<file path="src/rtl/soc_bus_pkg.sv">
// rtl/soc_bus_pkg.sv - shared types and register offsets for the peripheral bus controller
package soc_bus_pkg;

    typedef enum logic [1:0] {
        IDLE = 2'd0,
        WAIT = 2'd1,
        RESP = 2'd2
    } state_t;

    // Word offsets inside the internal register window
    localparam int REG_PEND    = 0;
    localparam int REG_MASK    = 1;
    localparam int REG_ERRADDR = 2;

endpackage

</file>
<file path="src/rtl/soc_irq_ctrl.sv">
// rtl/soc_irq_ctrl.sv - interrupt pending/mask registers and aggregated interrupt
module soc_irq_ctrl #(
    parameter int NSLV = 4
) (
    input  logic            clk,
    input  logic            reset_n,
    input  logic [NSLV-1:0] s_irq,
    input  logic            pend_wr,
    input  logic            mask_wr,
    input  logic [NSLV-1:0] wdata,
    output logic [NSLV-1:0] pend,
    output logic [NSLV-1:0] mask,
    output logic            irq
);

    // Pending bits: write-1-to-clear, a live request always wins over the clear
    always_ff @(posedge clk or negedge reset_n) begin
        if (!reset_n) begin
            pend <= '0;
            mask <= '0;
        end else begin
            pend <= (pend & ~(pend_wr ? wdata : '0)) | s_irq;
            if (mask_wr) begin
                mask <= wdata;
            end
        end
    end

    // Interrupt output comes from registered state only
    assign irq = |(pend & mask);

endmodule

</file>
<file path="src/rtl/soc_bus_ctrl.sv">
// rtl/soc_bus_ctrl.sv - master-to-peripheral bus controller with decode, timeout and interrupt window
module soc_bus_ctrl
    import soc_bus_pkg::*;
#(
    parameter int          NSLV    = 4,
    parameter int          DW      = 32,
    parameter int          AW      = 32,
    parameter int          SLV_AW  = 6,
    parameter logic [31:0] BASE    = 32'h0000_4000,
    parameter int          TIMEOUT = 16
) (
    input  logic               clk,
    input  logic               reset_n,
    input  logic               m_req,
    input  logic               m_we,
    input  logic [AW-1:0]      m_addr,
    input  logic [DW-1:0]      m_wd,
    output logic [DW-1:0]      m_rd,
    output logic               m_ack,
    output logic               m_err,
    output logic [NSLV-1:0]    s_cs,
    output logic               s_we,
    output logic [SLV_AW-3:0]  s_addr,
    output logic [DW-1:0]      s_wd,
    input  logic [NSLV*DW-1:0] s_rd,
    input  logic [NSLV-1:0]    s_ready,
    input  logic [NSLV-1:0]    s_irq,
    output logic               irq
);

    localparam int IW = $clog2(NSLV + 1);
    localparam int WW = SLV_AW - 2;
    localparam int CW = $clog2(TIMEOUT);
    localparam logic [AW-1:0] BASE_A = AW'(BASE);

    state_t          state_q, state_d;
    logic [IW-1:0]   idx_q;
    logic            we_q;
    logic [AW-1:0]   addr_q;
    logic [DW-1:0]   wd_q;
    logic [CW-1:0]   cnt_q;
    logic [DW-1:0]   rd_q;
    logic            err_q;
    logic [AW-1:0]   erraddr_q;

    logic [IW-1:0]   req_idx;
    logic [WW-1:0]   req_word;
    logic            base_hit, req_int, req_miss;
    logic            sel_ready, timeout;
    logic [DW-1:0]   sel_rd, int_rd;
    logic            reg_acc;
    logic [NSLV-1:0] pend, mask;

    assign req_idx  = m_addr[SLV_AW +: IW];
    assign req_word = m_addr[SLV_AW-1:2];
    assign base_hit = (m_addr[AW-1:SLV_AW+IW] == BASE_A[AW-1:SLV_AW+IW]);
    assign req_int  = base_hit && (req_idx == IW'(NSLV));
    assign req_miss = !(base_hit && (req_idx <= IW'(NSLV)));
    assign timeout  = (cnt_q == CW'(TIMEOUT - 1));
    assign reg_acc  = (state_q == IDLE) && m_req && req_int;

    // Pick the ready flag and read data of the latched slave only
    always_comb begin
        sel_ready = 1'b0;
        sel_rd    = '0;
        for (int i = 0; i < NSLV; i++) begin
            if (idx_q == IW'(i)) begin
                sel_ready = s_ready[i];
                sel_rd    = s_rd[i*DW +: DW];
            end
        end
    end

    // Internal register window read mux; unused words read as zero
    always_comb begin
        int_rd = '0;
        case (req_word)
            WW'(REG_PEND):    int_rd = DW'(pend);
            WW'(REG_MASK):    int_rd = DW'(mask);
            WW'(REG_ERRADDR): int_rd = DW'(erraddr_q);
            default:          int_rd = '0;
        endcase
    end

    soc_irq_ctrl #(
        .NSLV (NSLV)
    ) u_irq (
        .clk     (clk),
        .reset_n (reset_n),
        .s_irq   (s_irq),
        .pend_wr (reg_acc && m_we && (req_word == WW'(REG_PEND))),
        .mask_wr (reg_acc && m_we && (req_word == WW'(REG_MASK))),
        .wdata   (m_wd[NSLV-1:0]),
        .pend    (pend),
        .mask    (mask),
        .irq     (irq)
    );

    // State register
    always_ff @(posedge clk or negedge reset_n) begin
        if (!reset_n) begin
            state_q <= IDLE;
        end else begin
            state_q <= state_d;
        end
    end

    // Next-state logic; RESP always returns to IDLE so m_req is not seen there
    always_comb begin
        state_d = state_q;
        case (state_q)
            IDLE: if (m_req) state_d = (req_miss || req_int) ? RESP : WAIT;
            WAIT: if (sel_ready || timeout) state_d = RESP;
            RESP: state_d = IDLE;
            default: state_d = IDLE;
        endcase
    end

    // Access latches, wait counter and response capture
    always_ff @(posedge clk or negedge reset_n) begin
        if (!reset_n) begin
            idx_q     <= '0;
            we_q      <= 1'b0;
            addr_q    <= '0;
            wd_q      <= '0;
            cnt_q     <= '0;
            rd_q      <= '0;
            err_q     <= 1'b0;
            erraddr_q <= '0;
        end else begin
            case (state_q)
                IDLE: begin
                    if (m_req) begin
                        addr_q <= m_addr;
                        cnt_q  <= '0;
                        if (req_miss) begin
                            err_q     <= 1'b1;
                            rd_q      <= '0;
                            erraddr_q <= m_addr;
                        end else if (req_int) begin
                            err_q <= 1'b0;
                            rd_q  <= m_we ? '0 : int_rd;
                        end else begin
                            idx_q <= req_idx;
                            we_q  <= m_we;
                            wd_q  <= m_wd;
                            err_q <= 1'b0;
                        end
                    end
                end
                WAIT: begin
                    if (sel_ready) begin
                        err_q <= 1'b0;
                        rd_q  <= we_q ? '0 : sel_rd;
                    end else if (timeout) begin
                        err_q     <= 1'b1;
                        rd_q      <= '0;
                        erraddr_q <= addr_q;
                    end else begin
                        cnt_q <= cnt_q + 1'b1;
                    end
                end
                default: ;
            endcase
        end
    end

    // Bus outputs decoded from the current state and latched access
    always_comb begin
        m_ack  = (state_q == RESP);
        m_err  = (state_q == RESP) && err_q;
        m_rd   = rd_q;
        s_we   = (state_q == WAIT) && we_q;
        s_addr = addr_q[SLV_AW-1:2];
        s_wd   = wd_q;
        s_cs   = '0;
        for (int i = 0; i < NSLV; i++) begin
            s_cs[i] = (state_q == WAIT) && (idx_q == IW'(i));
        end
    end

endmodule

</file>
<file path="config.mk">
export PLATFORM = sky130hd
export DESIGN_NAME = soc_bus_ctrl
export DESIGN_NICKNAME = d
export VERILOG_FILES = /design/src/rtl/soc_bus_pkg.sv /design/src/rtl/soc_irq_ctrl.sv /design/src/rtl/soc_bus_ctrl.sv
export SDC_FILE = /design/constraint.sdc
export NUM_CORES = 1
export LEC_CHECK = 0
export ABC_CLOCK_PERIOD_IN_PS = 2900
export BUFFER_PORTS_ARGS = -buffer_cell sky130_fd_sc_hd__buf_2
export CAP_MARGIN = 20
export CORE_MARGIN = 1
export CORE_UTILIZATION = 47
export CTS_BUF_LIST = sky130_fd_sc_hd__clkbuf_16
export DETAILED_ROUTE_END_ITERATION = 16
export PLACE_DENSITY = 0.77
export SLEW_MARGIN = 20
export SYNTH_ARGS = -nofsm -noshare
export SYNTH_HDL_FRONTEND = slang
export SYNTH_SLANG_ARGS = --single-unit
</file>
<file path="constraint.sdc">
create_clock -name clk -period 2.9 [get_ports clk]
set_input_delay 0.725 -clock clk [delete_from_list [all_inputs] [get_ports clk]]
set_output_delay 0.725 -clock clk [all_outputs]
set_load 0.03 [all_outputs]
</file>
==> results of run 1 <==
==> metrics by stage <==
| stage | instances | hold slack, ns | setup slack (ns) | util (%) |
|---|---|---|---|---|
| floorplan | 685 | 0.429 | 0.132 | - |
| global placement | 1155 | 0.456 | 0.0895 | 59.2 |
| detailed placement | 1156 | 0.461 | 0.0461 | 59.3 |
| CTS | 1188 | 0.282 | 0.256 | 63.4 |
| global route | 1188 | 0.310 | 0.228 | 63.4 |
| finish | 1188 | 0.260 | 0.300 | 63.4 |
==> cell type report <==
type	instances	area, um^2
clock inverters	15	215
inverters	5	18.8
fillers	1276	5800
clock buffers	17	425
well taps	216	270
flip-flops and latches	147	3680
multi-input cells	479	3700
repair buffers	309	1720
==> worst paths after layout <==
path	start	end	slack, ns	cells past startpoint
min	reset_n	m_rd[16]	0.26	1
max	state_q[1]	s_cs[2]	0.30	3
min reg2reg	err_q	err_q	0.47	1
max in group asynchronous	reset_n	s_wd[20]	1.82	2
min in group clk	err_q	err_q	0.47	1
max reg2reg	state_q[0]	m_rd[1]	0.58	6
==> critical path, stage by stage, from the launching register on <==
cell	delay [ns]
dfrtp_1	0.49
nand2b_2	0.33
nor4b_1	0.37
buf_2	0.26
==> sequential cells by signal, summed over array words and instances (netlist names), 2 cells and up <==
| signal | flops |
|---|---|
| addr_q | 32 |
| erraddr_q | 32 |
| m_rd | 32 |
| s_wd | 32 |
| cnt_q | 4 |
| u_irq.mask | 4 |
| u_irq.pend | 4 |
| idx_q | 3 |
| state_q | 2 |
==> power by group <==
group,switching [mW],total (mW),internal [mW]
combinational,0.261,0.566,0.305
sequential,0.0764,2.26,2.19
clock,0.866,2.38,1.52
total,1.20,5.21,4.01
==> cells in the final DEF, fill, tap and decap left out, drive strengths merged, types with 2 or more instances in the layout <==
| master | instances |
|---|---|
| nor2 | 43 |
| o21ai | 3 |
| nor4 | 6 |
| o31ai | 4 |
| nand2 | 102 |
| nand3b | 6 |
| inv | 6 |
| mux2i | 4 |
| o22ai | 32 |
| buf | 309 |
| a22oi | 2 |
| a41o | 28 |
| nor2b | 4 |
| nand3 | 4 |
| nand4 | 2 |
| dfrtp | 147 |
| clkinv | 7 |
| or3 | 7 |
| a21o | 6 |
| nand2b | 3 |
| clkinvlp | 2 |
| bufinv | 5 |
| mux2 | 167 |
| clkbuf | 17 |
| nor3 | 32 |
| nor4b | 4 |
| a21oi | 6 |
| and2 | 2 |
==> metal layers <==
metal	vias up	wire [um]	part of all wire, %
li1	3035	-	-
met3	20	1130	5.3
met2	212	10700	50
met5	-	0	0
met1	3161	9080	43
met4	0	272	1.3
==> cell families (layout without fill, tap and decap cells) <==
kind of cell               Yosys count  after routing
DFF                                147            147
and+or+nand+nor                    217            217
xor gates and xnor gates             1              1
AOI/OAI and AO/OA                   88             88
adders and majority gates            1              1
muxes                              172            172
buffers and inverters               59            346
==> metrics.md, run 1 <==
| Metric | Value |
|---|---|
| I/O pins | `280` |
| Synth Area in Compound Gates | `9.01%` |
| DRT antenna net count | `0` |
| Final Max Tran Viols | `0` |
| Die Area | `16700 um^2` |
| Drt first pass iters | `4` |
| HP Class | `input port to async pin` |
| Gpl congestion | `0.807` |
| Routed len/inst | `17.8 um` |
| Vias | `6428` |
| Setup tns final | `0 ns` |
| Max clock buf depth | `2` |
| Pin count of the biggest net entering global routing | `63` |
| Grt met1 use | `31.8%` |
| Row count | `46` |
| Vias/cell | `5.41` |
| Outcome | `finished, final reports clean` |
| Clk_skew | `0.0108 ns` |
| Post-CTS Setup Inserts | `0` |
| Post-synth EDFFs | `0` |
| Nets | `1164` |
| Prevailing post-synth register cell | `dfrtp_1` |
| Crit path time final | `2.60 ns` |
| First-pass GRT wire length | `32400 um` |
| DRC violations left | `0` |
| Largest family of logic cells by synthesized area | `multiplexers` |
| Met3 global-route usage | `5.95%` |
| YS warnings | `0` |
| Vias in the first global route | `6235` |
| Startpoint types | `register` |
| Hold Buf Count CTS | `0` |
| Max Cap Viol | `0` |
| Initial core utilization | `48.1%` |
| CP arrival | `1.87 ns` |
| Most frequent cells after synthesis | `mux2_2 (150), dfrtp_1 (147), nand2_1 (102)` |
| CP Capture Type | `output pin` |
| P_leak | `5.30 nW` |
| Final setup viols | `0` |
| Mux contribution to synthesized area | `25.5%` |
| Power, Total | `5.21 mW` |
| Worst-Margin Slew | `0.699 ns` |
| Distinct cells, synth | `44` |
| Critical Path RT | `2.17 ns` |
| # H-tree levels | `4` |
| Synthesis-to-finish area growth | `31.7%` |
| CTS Sinks | `147` |
| Final hold violation count | `0` |
| Core area | `15800 um^2` |
| Iteration-0 DRC Markers | `325` |
| Most common cell in the netlist | `mux2_2` |
| Ys async rst share | `100%` |
| Largest area contributor in the netlist | `dfrtp_1` |
| CP Max Fanout | `10` |
| Mapped Cells | `685` |
| Global routing met2 resource utilization | `45.0%` |
| Dominant cells by area after synthesis | `dfrtp_1 (48%), mux2_2 (22%), nand2_1 (5.0%), a41o_1 (3.7%), o22ai_1 (2.6%)` |
| Initial antenna violation count | `0` |
| Latest clock arrival within the worst-skew pair | `0.43 ns` |
| Post-Synth XOR/XNOR Area | `0.115%` |
| Simple-gate area share of the yosys netlist | `13.2%` |
| Share of layout cells above drive strength 1 | `52.0%` |
| PwrDens | `520 nW/um^2` |
| Ant diodes | `0` |
| CTS Buf Count | `17` |
| Max Clk Rate | `385 MHz` |
| Die Wd | `129 um` |
| Synthesized Nets | `890` |
| GR Overflow Total | `0` |
| GRT Total Usage | `25.8%` |
| PortBufs | `279` |
| Final instance area | `10000 um^2` |
| Max-slew headroom | `53.3%` |
| Clock-pin slew on the worst setup and hold paths | `0.06 ns` |
| RSZ-0062 raised after global routing | `no` |
| Routed WL | `21100 um` |
| Flops & latches, synth | `147` |
| Seq/Total Area, Yosys | `48.3%` |
| Yosys top cell area share | `48.3%` |
| Final Cycle Share | `89.6%` |
| Clk root buf | `clkbuf_16` |
| CTS tree | `yes` |
| Mapped cell area | `7610 um^2` |
| Busiest grt layer | `met2` |
| Kind of critical path | `register to output pin` |
| Die H | `129 um` |
| Hpwl dp | `15400 um` |
| Post-CTS sizing | `0` |
| Avg Cell Area, Syn | `11.1 um^2` |
| Worst vdd rail ir drop | `337 uV` |
| Synth Area in Adders | `0.164%` |
| Area after DPL | `9390 um^2` |
(Power assumes the default switching activity.)
==> inputs of run 2 (changes only) <==
ABC_CLOCK_PERIOD_IN_PS = 2600   (was 2900)
clock period = 2.6 ns   (was 2.9 ns; I/O delays follow)
==> run 2 against run 1 <==
  * Power rose by 5.7%
  * Sequential cell count did not move
  * Global-route usage fell by 0.29 points
  * Critical endpoint is now s_cs[1]
==> metrics.md, run 2 (synthesis results as in run 1) <==
| Metric | Value |
|---|---|
| Iteration-0 DRC Markers | `308` |
| PwrDens | `544 nW/um^2` |
| Clock-pin slew on the worst setup and hold paths | `0.06 ns` |
| DRC violations left | `0` |
| Final setup viols | `0` |
| Routed len/inst | `17.1 um` |
| Worst vdd rail ir drop | `438 uV` |
| HP Class | `input port to async pin` |
| I/O pins | `280` |
| Most frequent cells in the layout | `buf_2 (278), mux2_2 (150), dfrtp_1 (146)` |
| Core area | `15800 um^2` |
| Pin count of the biggest net entering global routing | `57` |
| Gpl congestion | `0.809` |
| Max Cap Viol | `0` |
| GRT Total Usage | `25.6%` |
| DRT antenna net count | `0` |
| Synthesis-to-finish area growth | `33.2%` |
| PortBufs | `279` |
| Latest clock arrival within the worst-skew pair | `0.43 ns` |
| Final hold violation count | `0` |
| # H-tree levels | `4` |
| P_leak | `5.36 nW` |
| Critical Path Slowest Stage Cell | `dfrtp_1` |
| CTS tree | `yes` |
| Routed WL | `20600 um` |
| Largest stage delay, worst path | `0.41 ns` |
| RSZ-0062 raised after global routing | `no` |
| Drt first pass iters | `4` |
| CP startpoint | `idx_q[0]` |
| CP Max Fanout | `37` |
| Kind of critical path | `register to output pin` |
| Crit path time final | `2.45 ns` |
| First-pass GRT wire length | `32400 um` |
| CTS Buf Count | `17` |
| Max-slew headroom | `55.7%` |
| Critical Path RT | `1.95 ns` |
| # fillers | `1293` |
| CP cell instances | `buf_12 > nand2b_1 > nor3_1 > buf_2` |
| Crit path buffers/inverters | `2` |
| Worst-Margin Slew | `0.663 ns` |
| Outcome | `finished, final reports clean` |
| Hpwl dp | `15100 um` |
| Initial core utilization | `48.1%` |
| Worst flop-to-flop path startpoint | `idx_q[0]` |
| Setup ws final | `0.152 ns` |
| Nets | `1181` |
| Startpoint types | `register` |
| Final Cycle Share | `94.2%` |
| CP Capture Type | `output pin` |
| Clk root buf | `clkbuf_16` |
| Dpl ws | `-0.130 ns` |
| Hold slack | `0.190 ns` |
| Share of layout cells above drive strength 1 | `52.7%` |
| Clk_skew | `0.0106 ns` |
| Vias in the first global route | `6313` |
| Die H | `129 um` |
| Vias/cell | `5.38` |
| Die Area | `16700 um^2` |
| Max Clk Rate | `408 MHz` |
| Max clock buf depth | `2` |
| Die Wd | `129 um` |
| CTS Sinks | `147` |
| Setup tns final | `0 ns` |
| Ant diodes | `0` |
| CP arrival | `1.80 ns` |
| CP delay by family, top | `simple AND/OR/NAND/NOR gates` |
| Vias | `6486` |
| Most common cell after layout, fill and taps aside | `buf_2` |
| Initial antenna violation count | `0` |
| Final Max Tran Viols | `0` |
| Row count | `46` |
| GR Overflow Total | `0` |
## run 2: cell count changes in the layout (fill, tap and decap cells not counted)
cell,delta
buf_4,+14
buf_12,+3
bufinv_16,-3
clkinv_1,+2
buf_6,-1
buf_8,+1
clkinv_2,-1
clkinv_4,+1
clkinvlp_4,+1
nand2b_2,-1
nand2b_4,+1
nor4b_1,-1
nor4b_2,+1
## run 2: cell type report
class                   count  area, um^2  area share (%)
multi-input cells         479        3710            36.6
flip-flops and latches    147        3680            36.3
repair buffers            326        1890            18.6
clock buffers              17         425            4.20
well taps                 216         270            2.67
clock inverters            15         144            1.42
inverters                   5        18.8           0.185
## run 2: worst register-to-register path, stage by stage (launching register included)
cell	delay (ns)
dfrtp_1	0.41
mux4_2	0.57
a32oi_1	0.22
nor2_1	0.10
a21oi_4	0.20
buf_12	0.20
mux2_2	0.36
## run 2: what timing repair did
| action | CTS | global route |
|---|---|---|
| setup endpoints to repair | 0 | 2 |
| hold buffers | 0 | 0 |
| buffers inserted | 0 | 3 |
| resized for setup | 0 | 1 |
## run 2: path summary, 6_finish.rpt
path	depth (start not counted)	to	slack [ns]
min in group clk	2	u_irq.pend[1]	0.39
setup / recovery	4	s_cs[1]	0.15
hold reg to reg	1	m_rd[7]	0.49
max in group asynchronous	2	s_wd[26]	1.77
setup reg to reg	6	m_rd[19]	0.42
hold / removal	1	s_wd[17]	0.19
## run 2: per-stage QoR
stage	util (%)	instances	total power, mW	instance area [um^2]
4_1_cts	63.7	1201	5.57	10100
3_5_place_dp	60.1	1169	3.20	9520
3_3_place_gp	60.1	1169	3.18	9520
5_1_grt	64.0	1205	5.74	10100
2_1_floorplan	-	685	2.88	7620
6_report	64.0	1205	5.51	10100
## run 2: per-layer routing
layer  vias to the layer above  part of all wire [%]  track usage (%)
met5                         -                     0                0
met1                      3146                    41             30.9
met3                        31                   7.7             7.60
met2                       235                    49             43.1
met4                         0                   1.8             9.41
li1                       3074                     -                -
## run 2: power breakdown
| group | internal [mW] | switching (mW) |
|---|---|---|
| Combinational | 0.347 | 0.291 |
| Clock | 1.40 | 0.951 |
| Sequential | 2.44 | 0.0848 |
| Total | 4.18 | 1.33 |
==> inputs of run 3 (changes only) <==
SYNTH_HIERARCHICAL = 1   (was not set)
==> run 3 against run 2 <==
  * Count of clock-buffer cells in the layout unchanged
  * Worst setup slack lost 0.026 ns
  * Wire length is 1.6% lower
  * Via count is 1.5% lower
  * Final cell count down 2.2%
  * Clock power is 7% higher
  * Cell area decreased by 1.8%
  * Maximum frequency fell by 1.0%
  * Sequential cell count did not move
  * Non-clock buffer count decreased by 12
  * Register-to-register slack gained 0.11 ns
  * Critical path type unchanged
  * Critical endpoint is now s_cs[3]
  * Largest cell class is now flip-flops and latches
==> metrics.md, run 3 <==
| Metric | Value |
|---|---|
| Vias in the first global route | `6239` |
| Clock-pin slew on the worst setup and hold paths | `0.06 ns` |
| Clk pwr share | `44.6%` |
| Row count | `46` |
| Max Cap Viol | `0` |
| CP Capture Type | `output pin` |
| First-pass GRT wire length | `31500 um` |
| Most common cell after layout, fill and taps aside | `buf_2` |
| Max clock buf depth | `2` |
| P_leak | `4.98 nW` |
| Initial core utilization | `48.0%` |
| Mapped Cells | `672` |
| Nets | `1154` |
| Setup tns final | `0 ns` |
| Routed WL | `20200 um` |
| Crit path time final | `2.47 ns` |
| Post-CTS sizing | `0` |
| Most frequent cells after synthesis | `dfrtp_1 (147), nand2_1 (79), mux2_2 (58)` |
| Outcome | `finished, final reports clean` |
| DRC violations left | `0` |
| Post-CTS Setup Inserts | `0` |
| Power, Total | `5.63 mW` |
| Busiest grt layer | `met2` |
| Hold Buf Count CTS | `0` |
| Routed len/inst | `17.2 um` |
| Iteration-0 DRC Markers | `257` |
| Ys async rst share | `100%` |
| Core area | `15900 um^2` |
| Vias | `6389` |
| CTS Sinks | `147` |
| Worst vdd rail ir drop | `429 uV` |
| PwrDens | `566 nW/um^2` |
| Clk_skew | `0.00953 ns` |
| CP delay by family, top | `buffers and inverters` |
| Avg Cell Area, Syn | `11.4 um^2` |
| HP Class | `input port to async pin` |
| Hold slack | `0.152 ns` |
| Flops & latches, synth | `147` |
| Die H | `129 um` |
| Clk root buf | `clkbuf_16` |
| DRT antenna net count | `0` |
| Most frequent cells in the layout | `buf_2 (278), dfrtp_1 (146), nand2_1 (79)` |
| Yosys top cell area share | `48.2%` |
| Most common cell in the netlist | `dfrtp_1` |
| Gpl congestion | `0.804` |
| Final Cycle Share | `95.2%` |
| GR Overflow Total | `0` |
| Startpoint types | `register` |
| Final setup viols | `0` |
| Dpl cells | `1146` |
| Logic gate share of total power | `10.8%` |
| # H-tree levels | `4` |
| Synthesis-to-finish area growth | `30.5%` |
| Global routing met2 resource utilization | `41.8%` |
| Hpwl dp | `14800 um` |
| PortBufs | `279` |
| Mapped cell area | `7630 um^2` |
| Die Wd | `129 um` |
| Final instance area | `9950 um^2` |
| Met3 global-route usage | `7.56%` |
| Critical Path RT | `1.95 ns` |
| Psw | `1.37 mW` |
| CTS Buf Count | `17` |
| Max Clk Rate | `404 MHz` |
| Switching fraction of total power | `24.3%` |
| Largest stage delay, worst path | `0.40 ns` |
| Worst-Margin Slew | `0.471 ns` |
| Prevailing post-synth register cell | `dfrtp_1` |
| Seq/Total Area, Yosys | `48.2%` |
| Final hold violation count | `0` |
| I/O pins | `280` |
| Pin count of the biggest net entering global routing | `55` |
| Dominant cells by area after synthesis | `dfrtp_1 (48%), mux2_2 (8.6%), mux2_4 (4.7%), nand2_1 (3.9%), a211o_1 (3.2%)` |
| CP Max Fanout | `36` |
| Crit path buffers/inverters | `3` |
| CTS tree | `yes` |
| Int Pwr | `4.26 mW` |
| Latest clock arrival within the worst-skew pair | `0.43 ns` |
| Kind of critical path | `register to output pin` |
| Die Area | `16700 um^2` |
| CP cell instances | `buf_4 > nand3b_1 > buf_4 > nor2_1 > buf_2` |
| Grt met1 use | `30.6%` |
| Distinct cells, synth | `54` |
| Most common cell on crit path | `buf_4` |
| Area after DPL | `9340 um^2` |
| Max-slew headroom | `68.6%` |
| Post-synth EDFFs | `0` |
| Drt first pass iters | `4` |
| RSZ-0062 raised after global routing | `no` |
| Largest area contributor in the netlist | `dfrtp_1` |
| YS warnings | `6` |
| Vias/cell | `5.42` |
| Initial antenna violation count | `1` |
| Flop pwr share | `44.6%` |
| Critical Path Slowest Stage Cell | `dfrtp_2` |
| Share of layout cells above drive strength 1 | `46.5%` |
| Synthesized Nets | `877` |
| GRT Total Usage | `25.0%` |
| Final Max Tran Viols | `0` |
| Non-Filler Instances | `1179` |
| CP arrival | `1.82 ns` |
-- run 3: cell count changes in the layout (fill, tap and decap cells not counted), sizes merged, moves of 21 or more --
cell	delta
mux2	-65
a31oi	+35
nor2b	+29
a211o	+28
a41o	-28
o221ai	+28
o2bb2ai	+27
o22ai	-26
nand2	-23
nor3	-21
-- run 3: worst paths after layout --
| kind | startpoint | end | slack [ns] | cells after the start |
|---|---|---|---|---|
| max | idx_q[1] | s_cs[3] | 0.13 | 5 |
| min | reset_n | m_rd[15] | 0.15 | 1 |
| max reg2reg | idx_q[0] | m_rd[6] | 0.53 | 6 |
| min reg2reg | err_q | err_q | 0.48 | 1 |
| max in group asynchronous | reset_n | addr_q[28] | 1.76 | 2 |
| min in group clk | s_irq[2] | u_irq/pend[2] | 0.40 | 2 |
-- run 3: logic make-up after synthesis --
group / after synthesis / synth area share, %
muxes: 115 / 18.1
buffers and inverters: 63 / 4.95
DFF: 147 / 48.2
AOI/OAI and AO/OA: 148 / 15.3
adders and majority gates: 1 / 0.164
xor gates and xnor gates: 1 / 0.115
and+or+nand+nor: 197 / 13.1
-- run 3: stage by stage --
stage               util [%]  setup slack [ns]
floorplan                  -             0.170
global placement        58.8            0.0927
detailed placement      58.8          -0.00633
CTS                     62.6            0.0935
global route            62.6           0.00253
finish                  62.6             0.126
-- run 3: routing by layer --
| metal | wire length (um) | up-vias |
|---|---|---|
| met2 | 9640 | 247 |
| met1 | 8710 | 3083 |
| li1 | - | 3027 |
| met4 | 398 | 0 |
| met3 | 1490 | 32 |
| met5 | 0 | - |
-- run 3: power by group through the flow --
stage / registers [mW] / logic, mW / clock network [mW]
2_1_floorplan: 2.53 / 0.336 / 0
3_3_place_gp: 2.55 / 0.601 / 0
3_5_place_dp: 2.55 / 0.614 / 0
4_1_cts: 2.51 / 0.617 / 2.56
5_1_grt: 2.53 / 0.675 / 2.67
6_report: 2.51 / 0.609 / 2.51
-- run 3: cell type report --
| cell class | count | area, um^2 |
|---|---|---|
| Multi-Input combinational cell | 462 | 3610 |
| Clock inverter | 15 | 181 |
| Inverter | 7 | 26.3 |
| Sequential cell | 147 | 3680 |
| Timing Repair Buffer | 314 | 1750 |
| Tap cell | 216 | 270 |
| Clock buffer | 17 | 425 |
| Antenna cell | 1 | 2.50 |
| Fill cell | 1355 | 5930 |
